$ cat src/rtl/seq_add_ctrl.sv
// Sequential W-bit adder controller: drives an external 16-bit adder one word per cycle.
// Optional signed-overflow flag enabled by defining SEQ_ADD_OVF_EN.
module seq_add_ctrl #(
    parameter int WORDS = 2
) (
    input  logic                clk,
    input  logic                rst_n,
    input  logic                in_valid,
    output logic                in_ready,
    input  logic [16*WORDS-1:0] a,
    input  logic [16*WORDS-1:0] b,
    input  logic                cin,
    output logic [15:0]         add_a,
    output logic [15:0]         add_b,
    output logic                add_cin,
    input  logic [15:0]         add_sum,
    input  logic                add_cout,
    output logic                out_valid,
    input  logic                out_ready,
    output logic [16*WORDS-1:0] sum,
    output logic                cout,
    output logic                ovf
);

    localparam int W = 16 * WORDS;

    typedef enum logic [1:0] {
        IDLE = 2'd0,
        CALC = 2'd1,
        DONE = 2'd2
    } state_t;

    state_t        state_r;
    logic [1:0]    k_r;
    logic [W-17:0] a_sh_r;
    logic [W-17:0] b_sh_r;
    logic [15:0]   add_a_r;
    logic [15:0]   add_b_r;
    logic          add_cin_r;
    logic [W-1:0]  sum_r;
    logic          cout_r;
    logic          in_ready_r;
    logic          out_valid_r;
    logic          last_s;

    assign last_s    = (k_r == 2'(WORDS - 1));
    assign in_ready  = in_ready_r;
    assign out_valid = out_valid_r;
    assign add_a     = add_a_r;
    assign add_b     = add_b_r;
    assign add_cin   = add_cin_r;
    assign sum       = sum_r;
    assign cout      = cout_r;

    // Control FSM; the adder operand registers double as the carry register and
    // are preloaded one word ahead so the adder ports come straight from flops.
    always_ff @(posedge clk or negedge rst_n) begin
        if (!rst_n) begin
            state_r     <= IDLE;
            k_r         <= 2'd0;
            a_sh_r      <= '0;
            b_sh_r      <= '0;
            add_a_r     <= 16'd0;
            add_b_r     <= 16'd0;
            add_cin_r   <= 1'b0;
            sum_r       <= '0;
            cout_r      <= 1'b0;
            in_ready_r  <= 1'b1;
            out_valid_r <= 1'b0;
        end else begin
            case (state_r)
                IDLE: begin
                    if (in_valid) begin
                        a_sh_r     <= a[W-1:16];
                        b_sh_r     <= b[W-1:16];
                        add_a_r    <= a[15:0];
                        add_b_r    <= b[15:0];
                        add_cin_r  <= cin;
                        k_r        <= 2'd0;
                        in_ready_r <= 1'b0;
                        state_r    <= CALC;
                    end
                end
                CALC: begin
                    for (int i = 0; i < WORDS; i++) begin
                        if (k_r == 2'(i)) begin
                            sum_r[16*i +: 16] <= add_sum;
                        end
                    end
                    if (last_s) begin
                        cout_r      <= add_cout;
                        add_a_r     <= 16'd0;
                        add_b_r     <= 16'd0;
                        add_cin_r   <= 1'b0;
                        k_r         <= 2'd0;
                        out_valid_r <= 1'b1;
                        state_r     <= DONE;
                    end else begin
                        add_a_r   <= a_sh_r[15:0];
                        add_b_r   <= b_sh_r[15:0];
                        a_sh_r    <= a_sh_r >> 5'd16;
                        b_sh_r    <= b_sh_r >> 5'd16;
                        add_cin_r <= add_cout;
                        k_r       <= k_r + 2'd1;
                    end
                end
                DONE: begin
                    if (out_ready) begin
                        out_valid_r <= 1'b0;
                        in_ready_r  <= 1'b1;
                        state_r     <= IDLE;
                    end
                end
                default: begin
                    state_r     <= IDLE;
                    k_r         <= 2'd0;
                    add_a_r     <= 16'd0;
                    add_b_r     <= 16'd0;
                    add_cin_r   <= 1'b0;
                    in_ready_r  <= 1'b1;
                    out_valid_r <= 1'b0;
                end
            endcase
        end
    end

`ifdef SEQ_ADD_OVF_EN
    logic a_msb_r;
    logic b_msb_r;
    logic ovf_r;

    // Overflow judged from the captured operand signs and the final sum word.
    always_ff @(posedge clk or negedge rst_n) begin
        if (!rst_n) begin
            a_msb_r <= 1'b0;
            b_msb_r <= 1'b0;
            ovf_r   <= 1'b0;
        end else if ((state_r == IDLE) && in_valid) begin
            a_msb_r <= a[W-1];
            b_msb_r <= b[W-1];
            ovf_r   <= 1'b0;
        end else if ((state_r == CALC) && last_s) begin
            ovf_r <= (a_msb_r == b_msb_r) && (add_sum[15] != a_msb_r);
        end
    end

    assign ovf = ovf_r;
`else
    assign ovf = 1'b0;
`endif

endmodule

$ cat config.mk
export PLATFORM = sky130hd
export DESIGN_NAME = seq_add_ctrl
export DESIGN_NICKNAME = d
export VERILOG_FILES = /design/src/rtl/seq_add_ctrl.sv
export SDC_FILE = /design/constraint.sdc
export NUM_CORES = 1
export LEC_CHECK = 0
export ABC_AREA = 1
export BUFFER_PORTS_ARGS = -buffer_cell sky130_fd_sc_hd__buf_2
export CORE_ASPECT_RATIO = 2
export CORE_MARGIN = 8
export CORE_UTILIZATION = 46
export DETAILED_ROUTE_END_ITERATION = 8
export PLACE_DENSITY = 0.87
export SLEW_MARGIN = 40
export SYNTH_ARGS = -nofsm -noshare
export SYNTH_HDL_FRONTEND = slang
export SYNTH_SLANG_ARGS = --single-unit
$ cat constraint.sdc
create_clock -name clk -period 1.3 [get_ports clk]
set_input_delay 0.065 -clock clk [delete_from_list [all_inputs] [get_ports clk]]
set_output_delay 0.065 -clock clk [all_outputs]
set_load 0.02 [all_outputs]
==> out/metrics.yaml <==
status:
  run_status: "finished, violations left"
  violations: "negative setup slack"
critical_path:
  start_kind: "register"
  worstPathArrival_ns: 1.54
  worst_setup_path_end_kind: "register"
  path_max_fanout: 32
  cp.required_ns: 1.53
  cpMaxStageDelayCell: "dfrtp_2"
  path_cells: "nor2_4 > buf_4 > nand3_4 > buf_12 > nand2_1 > o21ai_2"
  max_stage_delay_ns: 0.45
  criticalPathCategory: "register to register"
sta:
  rsz0062_at_grt: "true"
  tightest_slew_ns: 0.562
  timing.final.crit_period_ns: 1.32
  maxSlewHeadroom: 0.625
  finalHoldViolations: 0
  max_freq_mhz: 760
  post-route-worst-setup-slack_ns: -0.0150
  drv_slew: 0
  finalClockSkew_ns: 0.00977
  whs_ns: 0.0156
  fin_setup_tns_ns: -0.0260
  setup_viol: 2
  fin_crit_sh: 1.01
synthesis:
  yosys_register_bits: 104
  syn-cell-area_um2: 4650
  synth_ff_type: "dfrtp_1"
  synth_commonest_cells: "nand2_1 (240), dfrtp_1 (103), nand3_1 (100)"
  synth_cell_types: 21
  synth_top_area_share: 0.555
  synth_nets: 635
  async_flop_share: 1.00
  synth.most_common_cell: "nand2_1"
  synth_edf_count: 0
  ys_warn_count: 0
  yosysSeqAreaShare: 0.560
  synth_largest_area_cell: "dfrtp_1"
  postSynthAreaPerCell_um2: 8.46
  netlist_instances: 549
  synth.area.top_cells: "dfrtp_1 (55%), nand2_1 (19%), nand3_1 (11%)"
min_path:
  min_path_type: "input pin to register"
place:
  place_area_um2: 5610
  port-buffer-count: 153
  dp_hpwl_mm: 8.93
  dp.cells: 823
  dpl_worst_slack_ns: -0.0910
  gp_congestion: 0.779
routing:
  antenna_left: 0
  first_pass_iters: 5
  drt_iter0_drc: 326
  totalWireLength_mm: 14.1
  vias: 4552
  wl_per_cell_um: 15.8
  vias_per_cell: 5.11
  remaining_drc_errors: 0
final_layout:
  finish.net_count: 837
  fin_util: 0.647
  syn_to_final_growth_pct: 38.6
  drive_gt1_frac: 0.300
  layout.cells.non_filler: 891
  diodes: 0
  fin_area_um2: 6440
clock_tree:
  h-tree-depth: 3
  clockRootBuffer: "clkbuf_16"
  clk_latency_ns: 0.34
  path_clk_slew_ns: 0.07
  cts.sinks: 104
  cts_tree: "done"
  cts_buffers: 9
  clk_path_buf_depth: 2
power:
  total_power_mw: 16.2
  p_leak_nw: 3.63
  p_per_area_nw_per_um2: 2520
  vdd_ir_drop_max_v: 0.00156
floorplan:
  die_h_um: 158
  die_area_um2: 13800
  initial_utilization: 0.467
  io_pins: 155
  rows: 52
  die_x_um: 87.1
  core_region_area_um2: 9950
grt:
  grt_max_degree: 105
  grt_usage: 0.208
  grt_overflow: 0
  antenna_found_initial: 0
  grt_pass1_vias: 4639
  grt_pass1_wl_mm: 22.8
job:
  cap_violations: 0
==> placed cells by master, fill, tap and decap left out <==
cell type / instances
a21oi_1: 1
buf_12: 6
buf_2: 153
buf_4: 16
buf_6: 3
buf_8: 1
clkbuf_16: 9
clkbuf_8: 1
clkinv_2: 1
clkinv_4: 1
clkinvlp_4: 1
conb_1: 1
dfrtp_1: 102
dfrtp_2: 1
dfstp_2: 1
dlygate4sd3_1: 49
inv_1: 19
inv_2: 6
inv_6: 2
inv_8: 1
nand2_1: 240
nand2_2: 1
nand2_8: 1
nand3_1: 99
nand3_2: 2
nand3_4: 1
nor2_4: 2
o21ai_1: 18
o21ai_2: 16
o21ai_4: 1
==> final timing paths <==
kind                       slack (ns)                endpoint              startpoint  cells past startpoint
setup reg to reg                -0.02      sum[0]$_DFFE_PN0P_  state_r[1]$_DFFE_PN0P_                      6
max in group asynchronous        0.50  state_r[1]$_DFFE_PN0P_                   rst_n                      3
hold reg to reg                  0.47    in_ready$_DFFE_PN1P_    in_ready$_DFFE_PN1P_                      2
hold / removal                   0.02    add_a[5]$_DFFE_PN0P_                    a[5]                      5
setup / recovery                -0.02      sum[0]$_DFFE_PN0P_  state_r[1]$_DFFE_PN0P_                      6
min in group asynchronous        0.33    add_b[1]$_DFFE_PN0P_                   rst_n                      3
==> cell type report <==
class                      instances  area [um2]
fill                             787        3510
timing repair buffer             228        1550
tap                              135         169
sequential                       104        2610
multi-input combinational        383        1740
inverter                          25        93.8
clock buffer                      10         239
clock inverter                     6        50.0
==> routing by layer <==
layer / vias to the layer above / part of all wire / wire [um] / track usage
met5: - / 0 / 0 / 0
met4: 0 / 0.016 / 225 / 0.0670
met3: 18 / 0.095 / 1330 / 0.0593
met2: 238 / 0.50 / 7050 / 0.343
met1: 2146 / 0.39 / 5450 / 0.254
li1: 2150 / - / - / -
==> where the power goes <==
| part | internal, mW | switching [mW] |
|---|---|---|
| logic | 2.87 | 5.16 |
| registers | 4.75 | 0.847 |
| clock network | 1.38 | 1.23 |
==> kinds of logic (layout without fill, tap and decap cells) <==
logic type / after synthesis / count (layout) / synth area share
buf+inv: 62 / 269 / 0.0708
other cells: 1 / 1 / 0.000807
flops: 104 / 104 / 0.560
compound gates: 36 / 36 / 0.0541
simple gates: 346 / 346 / 0.314
==> critical path, delay by kind of cell (launching register included) <==
kind	cells	cell delay (ns)
AND/OR/NAND/NOR	3	0.34
flip-flops	1	0.45
AO/OA/AOI/OAI	1	0.07
buffers and inverters	2	0.33
==> what timing repair did <==
action	CTS	global route
pin swaps	1	2
gates resized for setup	2	6
endpoints found under the hold margin	155	0
buffers inserted	0	2
endpoints found under the setup margin	58	81
hold buffers	49	0
cloned	0	1
==> flip-flops by register name (all words and copies together), names as in the netlist <==
register	count
in_ready	1
cout	1
out_valid	1
a_sh_r	16
k_r	2
add_b	16
b_sh_r	16
state_r	2
add_cin	1
add_a	16
sum	32
Note: power is estimated with default switching activity, not from simulation.
